===== src/rtl/axis_frame_source.sv =====
// AXI-Stream frame source: buffers one frame written through a simple port, then streams it
// out with tvalid/tready handshaking and an optional idle gap before the next load.
`timescale 1ns/1ps

module axis_frame_source #(
  parameter int unsigned DATA_WIDTH = 16,
  parameter int unsigned DEPTH      = 16,
  parameter int unsigned GAP        = 0
) (
  input  logic                    clk,
  input  logic                    rst,
  input  logic                    wr_en,
  input  logic [DATA_WIDTH-1:0]   wr_data,
  input  logic                    wr_last,
  output logic                    wr_ready,
  output logic [$clog2(DEPTH):0]  frame_len,
  output logic                    busy,
  output logic [DATA_WIDTH-1:0]   m_axis_tdata,
  output logic                    m_axis_tvalid,
  input  logic                    m_axis_tready,
  output logic                    m_axis_tlast
);

  localparam int unsigned AW = $clog2(DEPTH);
  localparam int unsigned GW = (GAP > 1) ? $clog2(GAP) : 1;

  typedef enum logic [1:0] {StLoad, StSend, StGap} state_e;

  state_e                  state_q, state_d;
  logic [AW-1:0]           wr_ptr_q, wr_ptr_d;
  logic [AW-1:0]           rd_ptr_q, rd_ptr_d;
  logic [AW:0]             frame_len_q, frame_len_d;
  logic [GW-1:0]           gap_cnt_q, gap_cnt_d;
  logic [DATA_WIDTH-1:0]   tdata_q, tdata_d;
  logic                    tvalid_q, tvalid_d;
  logic                    tlast_q, tlast_d;
  logic [DATA_WIDTH-1:0]   mem_q [DEPTH];

  logic          wr_accept;
  logic          commit;
  logic          beat_done;
  logic [AW-1:0] rd_next;

  assign wr_accept = wr_en && (state_q == StLoad);
  assign commit    = wr_accept && (wr_last || (wr_ptr_q == AW'(DEPTH - 1)));
  assign beat_done = tvalid_q && m_axis_tready;
  assign rd_next   = rd_ptr_q + AW'(1);

  always_comb begin
    state_d     = state_q;
    wr_ptr_d    = wr_ptr_q;
    rd_ptr_d    = rd_ptr_q;
    frame_len_d = frame_len_q;
    gap_cnt_d   = gap_cnt_q;
    tdata_d     = tdata_q;
    tvalid_d    = tvalid_q;
    tlast_d     = tlast_q;

    unique case (state_q)
      StLoad: begin
        if (wr_accept) begin
          wr_ptr_d = wr_ptr_q + AW'(1);
          if (commit) begin
            frame_len_d = {1'b0, wr_ptr_q} + (AW+1)'(1);
            wr_ptr_d    = '0;
            rd_ptr_d    = '0;
            state_d     = StSend;
            tvalid_d    = 1'b1;
            tlast_d     = (wr_ptr_q == '0);
            // mem[0] is only written on this same edge for a 1-sample frame
            tdata_d     = (wr_ptr_q == '0) ? wr_data : mem_q[0];
          end
        end
      end
      StSend: begin
        if (beat_done) begin
          if (tlast_q) begin
            tvalid_d  = 1'b0;
            tlast_d   = 1'b0;
            rd_ptr_d  = '0;
            gap_cnt_d = '0;
            state_d   = (GAP > 0) ? StGap : StLoad;
          end else begin
            rd_ptr_d = rd_next;
            tdata_d  = mem_q[rd_next];
            tlast_d  = ({1'b0, rd_next} == (frame_len_q - (AW+1)'(1)));
          end
        end
      end
      StGap: begin
        if (gap_cnt_q == GW'(GAP - 1)) begin
          gap_cnt_d = '0;
          state_d   = StLoad;
        end else begin
          gap_cnt_d = gap_cnt_q + GW'(1);
        end
      end
      default: state_d = StLoad;
    endcase
  end

  always_ff @(posedge clk or negedge rst) begin
    if (!rst) begin
      state_q     <= StLoad;
      wr_ptr_q    <= '0;
      rd_ptr_q    <= '0;
      frame_len_q <= '0;
      gap_cnt_q   <= '0;
      tdata_q     <= '0;
      tvalid_q    <= 1'b0;
      tlast_q     <= 1'b0;
    end else begin
      state_q     <= state_d;
      wr_ptr_q    <= wr_ptr_d;
      rd_ptr_q    <= rd_ptr_d;
      frame_len_q <= frame_len_d;
      gap_cnt_q   <= gap_cnt_d;
      tdata_q     <= tdata_d;
      tvalid_q    <= tvalid_d;
      tlast_q     <= tlast_d;
    end
  end

  // Sample storage needs no reset; contents are only read after being written.
  always_ff @(posedge clk) begin
    if (wr_accept) begin
      mem_q[wr_ptr_q] <= wr_data;
    end
  end

  assign wr_ready      = (state_q == StLoad);
  assign busy          = (state_q != StLoad);
  assign frame_len     = frame_len_q;
  assign m_axis_tdata  = tdata_q;
  assign m_axis_tvalid = tvalid_q;
  assign m_axis_tlast  = tlast_q;

endmodule


===== config.mk =====
export PLATFORM = sky130hd
export DESIGN_NAME = axis_frame_source
export DESIGN_NICKNAME = d
export VERILOG_FILES = /design/src/rtl/axis_frame_source.sv
export SDC_FILE = /design/constraint.sdc
export NUM_CORES = 1
export LEC_CHECK = 0
export ABC_AREA = 1
export ABC_CLOCK_PERIOD_IN_PS = 4300
export BUFFER_PORTS_ARGS = -buffer_cell sky130_fd_sc_hd__clkbuf_2
export CORE_MARGIN = 2
export CORE_UTILIZATION = 35
export DETAILED_ROUTE_END_ITERATION = 16
export SLEW_MARGIN = 30
export SYNTH_ARGS = -nofsm -noshare
export SYNTH_HDL_FRONTEND = slang
export SYNTH_SLANG_ARGS = --single-unit

===== constraint.sdc =====
create_clock -name clk -period 4.3 [get_ports clk]
set_input_delay 0.215 -clock clk [delete_from_list [all_inputs] [get_ports clk]]
set_output_delay 0.215 -clock clk [all_outputs]
set_load 0.05 [all_outputs]

==> metrics, run 1 <==
total gr overflow=0; total routing resource utilization after global routing=0.191; number of vias per cell=4.94; mux share of post-synthesis cell area=0; number of port buffers=45; Cells after DPL=1753; internal cell power=5.68 mW; area share of and/or/nand/nor cells after synthesis=0.241; final total power=9.99 mW; post-route DRC violation count=0; floorplan die height=195 um; time the worst path needs with I/O delays and setup=3000 ps; clock net sink count=287; I/O pin count=46; origin of the worst setup path=m_axis_tvalid; compound-cell area share of the yosys netlist=0.0113; vias=8938; cell chosen for the clock root=clkbuf_16; TritonCTS clock tree=yes; class of the most critical hold timing path=in2reg; adder and majority gate portion of the synthesized area=0.00587; First-pass DRT Iterations=6; final period utilization=0.699; Worst Tran Pin Value=973 ps; Final nets=1346; TNS Setup=0 ps; endpoints failing setup=0; number of logic stages on the critical path including buffering=5; critical path's top delay family=simple AND/OR/NAND/NOR gates; insertion delay to the later sink of the worst-skew pair=560 ps; status=finished, final reports clean; largest net degree at the start of global routing=100; per-cell routed wire length=20.1 um; growth of design area from synthesis to finish=13.1%; chain of cells forming the critical path=inv_2, nand2_1, inv_2, nand2_1, nor2_2; type of the worst setup path=reg2reg; relative contribution of sequential cells to total power=0.353; source of the worst hold timing path=wr_en; hold_ws=115 ps; ant diodes=0; final WL=36.3 mm; count of final max-slew check failures=0; clock slew seen by the registers of the worst setup and hold paths=70 ps; combinational family with the most area after synthesis=simple AND/OR/NAND/NOR gates; Starting DRT DRC Count=966; max-cap violation count=0; share of final-layout standard cells stronger than drive strength 1=0.105; mean instance size in the synthesized netlist=9.94 um2; setup slack on the worst flop-to-flop path=1300 ps; Routed Antenna Nets=0; Post-Synthesis Cells=1287; Critical Path Sink Type=flop; Detail Placement HPWL=22.9 mm; reg-to-reg startpoint=m_axis_tvalid; Post-CTS Repair Setup Buffers=0; Comb power frac=0.400; setup repair after global routing missed its margin=false; cts hold-fix bufs=2; total buffers and inverters traversed by the critical path=2; buffers from clock root to sink, at most=3; vias in the first global route=8566; number of H-tree branching levels=1; cell with the largest stage delay on the worst path=nor2_2; area share of xor/xnor cells in the synthesized design=0.00528; VDD IR-drop max=355 uV; number of nets in the synthesized netlist=1314; placer's final routability congestion estimate=0.920; startpoint types=flop; leakage power figure=6.08 nW; power per cell area=690 nW/um2; effective utilization at floorplan=0.352; post-synth design cell area=12800 um2; Fmax achieved=0.333 GHz; share of the core filled with cells=0.398; number of cells on the worst reg-to-reg path=5; switching share of power=0.432; total clock buffers created by CTS=29; headroom to the max-slew limit=0.351; maximum fanout encountered on the critical timing path=22; quantity of gates resized following cts=0; chip width=195 um; total die area=38100 um2; Core Rows=70; WP data required=4470 ps; slowest cell delay on critical path=760 ps; power share of the clock group=0.248; Core Footprint=36300 um2; Ys Warns=0; global-route wire length before repair=54.4 mm; number of failing hold endpoints at the final stage=0; #FFs+latches synth=287; number of fill cells=3509; worst clock skew=18.8 ps; signal arrival time at the worst endpoint=3180 ps; number of distinct standard cells referenced by the synthesized netlist=31; worst hold path cell count=3; area taken by multi-input logic gates=3480 um2; initial antenna violation count=1; sequential area share after synthesis=0.661; storage element area=8470 um2; total net switching power=4.31 mW; Final Non-Filler Cells=1809
## layout make-up
cell class,instances,share of cell area
clock buffer,38,0.0525
timing repair buffer,62,0.0272
clock inverter,15,0.0105
sequential,287,0.585
multi-input combinational,771,0.240
inverter,168,0.0441
tap,468,0.0405
## tightest hold or removal path: stages
cell and delay [ps]:
clkbuf_2 110, nand2_1 180, o21ai_0 120
## power groups by stage
stage / Combinational [mW] / Clock, mW / Sequential [mW]
floorplan: 2.35 / 0 / 3.77
global placement: 3.96 / 0 / 3.57
detailed placement: 3.92 / 0 / 3.57
CTS: 3.93 / 2.52 / 3.52
global route: 4.32 / 2.61 / 3.55
finish: 3.99 / 2.47 / 3.52
## kinds of logic (layout without fill, tap and decap cells)
kind of cell / Yosys count / after routing
AND/OR/NAND/NOR: 732 / 732
AO/OA/AOI/OAI: 27 / 27
XOR/XNOR: 6 / 6
flip-flops: 287 / 287
buffers and inverters: 229 / 283
adder cells (fa/ha/maj): 6 / 6
## cell usage after synthesis
cell type    n  area share
nand2_4      3      0.0026
edfxtp_1   256        0.60
buf_1        9      0.0026
nand2_2      1     0.00049
inv_1      153       0.045
a21oi_1      2     0.00078
nand2_1    505        0.15
xor2_2       1      0.0013
nand3_2     11      0.0086
clkbuf_1    11      0.0032
xnor2_2      1      0.0013
buf_4        5      0.0029
xor2_1       2      0.0014
inv_2        5      0.0015
nand3_1    187       0.073
nor2_1      22      0.0065
buf_6        5      0.0044
o211ai_1     1     0.00059
a21oi_2      1     0.00068
ha_1         6      0.0059
nand4_1      2     0.00098
clkinv_1     9      0.0026
o21ai_1      4      0.0016
inv_4        1     0.00049
o22ai_1      1     0.00049
nor2_4       1     0.00088
o31ai_1      1     0.00059
o21ai_0     17      0.0066
buf_2       31       0.012
xnor2_1      2      0.0014
dfrtp_1     31       0.061
## cells in the final DEF, fill, tap and decap left out, types with 3 or more instances in the layout
| master | n |
|---|---|
| o21ai_0 | 17 |
| clkbuf_16 | 29 |
| edfxtp_1 | 256 |
| nand3_1 | 187 |
| nand2_1 | 505 |
| o21ai_1 | 4 |
| nor2_2 | 6 |
| nor2_1 | 8 |
| bufinv_16 | 3 |
| nor2_4 | 9 |
| clkinv_1 | 13 |
| nand3_2 | 11 |
| nand2_4 | 3 |
| inv_2 | 4 |
| clkbuf_1 | 9 |
| buf_4 | 12 |
| ha_1 | 5 |
| clkbuf_2 | 45 |
| dfrtp_1 | 30 |
| clkinv_2 | 6 |
| inv_1 | 153 |
## worst paths after layout
| check | to |
|---|---|
| min in group asynchronous | wr_ptr_q[1] |
| min reg2reg | m_axis_tdata[10] |
| max reg2reg | mem_q[6][5] |
| max | mem_q[6][5] |
| max in group asynchronous | rd_ptr_q[0] |
| min | frame_len[4] |
## flip-flops by register name (all words and copies together), names as in the netlist
| register | cells |
|---|---|
| frame_len | 5 |
| m_axis_tdata | 16 |
| m_axis_tlast | 1 |
| m_axis_tvalid | 1 |
| mem_q | 256 |
| rd_ptr_q | 4 |
| wr_ptr_q | 4 |
## metal layers
metal	global-route usage	part of all wire	vias to the layer above
met5	0	0	-
met4	0.0560	0.032	0
met3	0.0440	0.090	58
met2	0.294	0.45	358
met1	0.269	0.43	4287
li1	-	-	4235
## stage by stage
stage	setup WS, ps	instance area, um2
floorplan	1980	12800
global placement	1380	13500
detailed placement	1340	13500
CTS	1320	14400
global route	1080	14500
finish	1300	14500
No activity file was read; power rests on OpenSTA's default activity.
==> run 2, diff against run 1 <==
Settings changed: ABC_CLOCK_PERIOD_IN_PS 4300 to 2900.
Clock period 4.3 ns to 2.9 ns, I/O delays scaled along.
==> metrics, run 2 (same netlist as run 1, synthesis figures left out) <==
Core Footprint=36300 um2 (unchanged); Final Non-Filler Cells=1828 (+1.1%); headroom to the max-slew limit=0.455 (+0.104); number of H-tree branching levels=1 (unchanged); number of vias per cell=4.86 (-1.7%); storage element area=8470 um2 (unchanged); final WL=33.6 mm (-7.4%); power per cell area=974 nW/um2 (+41%); status=finished, final reports clean; share of final-layout standard cells stronger than drive strength 1=0.116 (+0.0104); total net switching power=5.78 mW (+34%); global-route wire length before repair=52.0 mm (-4.5%); power share of the clock group=0.256 (+0.008); cts hold-fix bufs=3 (+1); clock slew seen by the registers of the worst setup and hold paths=60 ps (about the same); I/O pin count=46 (unchanged); initial antenna violation count=1 (unchanged); endpoints failing setup=0 (unchanged); leakage power figure=6.18 nW (+1.7%); vias in the first global route=8698 (+1.5%); total die area=38100 um2 (unchanged); First-pass DRT Iterations=6 (unchanged); maximum fanout encountered on the critical timing path=65 (+200%); worst clock skew=10.5 ps (-8.32 ps); quantity of gates resized following cts=0 (unchanged); switching share of power=0.407 (-0.0254); signal arrival time at the worst endpoint=2800 ps (-380 ps); number of fill cells=3506 (-0.085%); max-cap violation count=0 (unchanged); TNS Setup=0 ps (unchanged); register with the most flip-flops=mem_q; placer's final routability congestion estimate=0.817 (-11%); setup repair after global routing missed its margin=false; effective utilization at floorplan=0.352 (unchanged); largest net degree at the start of global routing=130 (+30%); time the worst path needs with I/O delays and setup=2320 ps (-688 ps); total routing resource utilization after global routing=0.177 (-0.0135); number of port buffers=45 (unchanged); internal cell power=8.44 mW (+49%); growth of design area from synthesis to finish=14.1%; TritonCTS clock tree=yes; Critical Path Sink Type=flop; area taken by multi-input logic gates=3440 um2 (-1.2%); Cells after DPL=1771 (+1.0%); Routed Antenna Nets=0 (unchanged); WP data required=3390 ps (-1080 ps); chip width=195 um (unchanged); buffers from clock root to sink, at most=3 (unchanged); relative contribution of sequential cells to total power=0.361 (+0.008); count of final max-slew check failures=0 (unchanged); startpoint types=flop; Fmax achieved=0.432 GHz (+30%); VDD IR-drop max=821 uV (+130%); post-route DRC violation count=0 (unchanged); per-cell routed wire length=18.4 um (-8.4%); most frequent cells in the layout=nand2_1, edfxtp_1, nand3_1; vias=8876 (-0.69%); final period utilization=0.799 (+0.100); insertion delay to the later sink of the worst-skew pair=550 ps (about the same); Post-CTS Repair Setup Buffers=0 (unchanged); Comb power frac=0.383 (-0.017); Final nets=1365 (+1.4%); number of failing hold endpoints at the final stage=0 (unchanged); clock net sink count=287 (unchanged); type of the worst setup path=reg2reg; Detail Placement HPWL=19.8 mm (-14%); Core Rows=70 (unchanged); Starting DRT DRC Count=721 (-25%); total gr overflow=0 (unchanged); cell chosen for the clock root=clkbuf_16; class of the most critical hold timing path=in2reg; most common cell after layout, fill and taps aside=nand2_1; Worst Tran Pin Value=818 ps (-154 ps); total clock buffers created by CTS=30 (+3.4%); number of flip-flops in the largest register=256 (unchanged); floorplan die height=195 um (unchanged)
## run 2: cell types whose count changed in the layout (fill, tap and decap cells not counted), moves of 2 or more
cell       change
buf_12         +4
buf_4         +15
bufinv_16      -2
clkbuf_1       +3
clkbuf_16      +2
clkbuf_8       +3
clkinv_1       -2
clkinv_2       -2
inv_6          -2
nor2_2         +8
nor2_4         -8
## run 2: metrics by stage
stage | setup slack, ps | hold slack [ps] | instance area [um2] | utilization | power, mW
global route | 433 | 73.4 | 14600 | 0.402 | 15.1
global placement | 677 | 316 | 13700 | 0.376 | 10.6
finish | 583 | 51.6 | 14600 | 0.402 | 14.2
detailed placement | 593 | 319 | 13700 | 0.376 | 10.6
floorplan | 577 | -151 | 12800 | - | 9.07
CTS | 584 | 30.9 | 14600 | 0.402 | 14.3
## run 2: power groups by stage
stage	Sequential [mW]	Combinational, mW	Clock (mW)
final	5.14	5.45	3.64
after detailed placement	5.21	5.43	0
after CTS	5.13	5.46	3.70
after global routing	5.17	6.04	3.85
after global placement	5.20	5.43	0
after floorplan	5.59	3.48	0
## run 2: final timing paths
check | startpoint | to | slack [ps] | cells past startpoint
setup / recovery | rd_ptr_q[0] | m_axis_tdata[7] | 580 | 8
hold / removal | wr_last | m_axis_tvalid | 50 | 5
setup reg to reg | rd_ptr_q[0] | m_axis_tdata[7] | 580 | 8
hold reg to reg | m_axis_tdata[10] | m_axis_tdata[10] | 500 | 2
max in group asynchronous | rst | rd_ptr_q[0] | 2070 | 2
min in group asynchronous | rst | m_axis_tdata[13] | 230 | 2
## run 2: metal layers
layer	part of all wire	routed length, um	GRT usage
met5	0	0	0
met4	0.021	706	0.0410
met3	0.066	2220	0.0288
met2	0.46	15500	0.289
met1	0.45	15200	0.249
## run 2: cell type report
type / instances / share of cell area
clock buffer: 46 / 0.0590
multi-input combinational: 771 / 0.235
timing repair buffer: 80 / 0.0382
inverter: 168 / 0.0435
antenna: 1 / 0.000171
sequential: 287 / 0.580
tap: 468 / 0.0401
clock inverter: 7 / 0.00394
## run 2: critical path, cell delays in order (launching register included)
cell     delay [ps]
dfrtp_4         530
ha_2            350
buf_4           620
nand3_1         160
nand3_1         140
nand3_1         170
nand3_1         150
nand2_1          50
nand2_1          60
==> run 3, diff against run 2 <==
Settings changed: ABC_CLOCK_PERIOD_IN_PS 2900 to 2400.
Clock period 2.9 ns to 2.4 ns, I/O delays scaled along.
==> metrics, run 3 (same netlist as run 1, synthesis figures left out) <==
status=finished, final reports clean; Final WS setup=363 ps (-221 ps); WP data required=2890 ps (-500 ps); ant diodes=0 (-1); buffers from clock root to sink, at most=3 (unchanged); Post-CTS Repair Setup Buffers=0 (unchanged); signal arrival time at the worst endpoint=2530 ps (-270 ps); count of final max-slew check failures=0 (unchanged); number of H-tree branching levels=1 (unchanged); Detail Placement HPWL=19.8 mm (about the same); worst clock skew=7.36 ps (-3.10 ps); floorplan die height=195 um (unchanged); endpoints failing setup=0 (unchanged); power per cell area=1190 nW/um2 (+22%); class of the most critical hold timing path=in2reg; number of failing hold endpoints at the final stage=0 (unchanged); storage element area=8470 um2 (unchanged); cell chosen for the clock root=clkbuf_16; startpoint types=flop; insertion delay to the later sink of the worst-skew pair=550 ps (about the same); headroom to the max-slew limit=0.535 (+0.0800); type of the worst setup path=reg2reg; number of flip-flops in the largest register=256 (unchanged); I/O pin count=46 (unchanged); chip width=195 um (unchanged); clock net sink count=287 (unchanged); Fmax achieved=0.491 GHz (+14%); total gr overflow=0 (unchanged); time the worst path needs with I/O delays and setup=2040 ps (-279 ps); most repeated library cell on the critical path=nand3_1; final WL=33.4 mm (-0.64%); Core Rows=70 (unchanged); total clock buffers created by CTS=30 (unchanged); First-pass DRT Iterations=5 (-1); Starting DRT DRC Count=792 (+9.8%); area taken by multi-input logic gates=3440 um2 (unchanged); initial antenna violation count=0 (-1); Critical Path Sink Type=flop; final period utilization=0.849 (+0.0500); TritonCTS clock tree=yes; vias=8916 (+0.45%); most frequent cells in the layout=nand2_1, edfxtp_1, nand3_1; worst slack, placed=401 ps (-192 ps); effective utilization at floorplan=0.352 (unchanged); setup repair after global routing missed its margin=false; quantity of gates resized following cts=0 (unchanged); cell with the largest stage delay on the worst path=dfrtp_4; Cells after DPL=1785 (+0.79%); Routed Antenna Nets=0 (unchanged); TNS Setup=0 ps (unchanged); Final nets=1379 (+1.0%); Worst Tran Pin Value=698 ps (-120 ps); global-route wire length before repair=51.1 mm (-1.8%); total die area=38100 um2 (unchanged); number of fill cells=3500 (-0.17%); Final Non-Filler Cells=1843 (+0.82%); total buffers and inverters traversed by the critical path=2 (+1); growth of design area from synthesis to finish=15.3%; most common cell after layout, fill and taps aside=nand2_1; total routing resource utilization after global routing=0.175 (-0.00172); share of final-layout standard cells stronger than drive strength 1=0.126 (+0.0103); maximum fanout encountered on the critical timing path=48 (-26%); max-cap violation count=0 (unchanged); number of vias per cell=4.84 (-0.37%); vias in the first global route=8582 (-1.3%); placer's final routability congestion estimate=0.814 (-0.29%); largest net degree at the start of global routing=73 (-44%); register with the most flip-flops=mem_q; slowest cell delay on critical path=520 ps (-100 ps); clock slew seen by the registers of the worst setup and hold paths=60 ps (about the same); per-cell routed wire length=18.1 um (-1.5%); number of port buffers=45 (unchanged); chain of cells forming the critical path=ha_2, inv_2, buf_4, nand3_1, nand3_1, nand3_1, nand3_1, nand2_1, nand2_1; leakage power figure=6.28 nW (+1.6%); cts hold-fix bufs=3 (unchanged); VDD IR-drop max=518 uV (-37%); post-route DRC violation count=0 (unchanged); Core Footprint=36300 um2 (unchanged); critical path's top delay family=simple AND/OR/NAND/NOR gates
[run 3: final timing paths]
kind	from	endpoint	slack (ps)	cells after the start
setup / recovery	rd_ptr_q[0]	m_axis_tdata[3]	360	9
hold / removal	wr_data[2]	mem_q[5][2]	4	1
setup reg to reg	rd_ptr_q[0]	m_axis_tdata[3]	360	9
hold reg to reg	m_axis_tdata[12]	m_axis_tdata[12]	480	2
max in group asynchronous	rst	rd_ptr_q[0]	1840	2
min in group asynchronous	rst	m_axis_tvalid	130	2
[run 3: per-layer routing]
metal / track usage / vias to the layer above / share of wire
met2: 0.287 / 306 / 0.46
li1: - / 4300 / -
met4: 0.0481 / 0 / 0.029
met3: 0.0294 / 66 / 0.071
met1: 0.242 / 4244 / 0.44
met5: 0 / - / 0
[run 3: layout make-up]
class | instances | area share
flip-flops and latches | 287 | 0.574
multi-input cells | 771 | 0.233
clock buffers | 44 | 0.0566
repair buffers | 94 | 0.0451
inverters | 168 | 0.0431
well taps | 468 | 0.0397
clock inverters | 11 | 0.00882
[run 3: through the flow]
| step | hold WS [ps] | util | cell area, um2 | total power [mW] |
|---|---|---|---|---|
| floorplan | -176 | - | 12800 | 11.0 |
| global placement | 329 | 0.378 | 13800 | 12.9 |
| detailed placement | 174 | 0.379 | 13800 | 13.0 |
| CTS | 11.3 | 0.406 | 14800 | 17.6 |
| global route | 25.4 | 0.406 | 14800 | 18.6 |
| finish | 4.22 | 0.406 | 14800 | 17.5 |
[run 3: power by group]
part / total (mW) / switching (mW) / leakage (nW) / internal, mW
Sequential: 6.19 / 0.335 / 2.70 / 5.86
Clock: 4.58 / 1.87 / 0.469 / 2.72
Combinational: 6.75 / 4.82 / 3.11 / 1.93
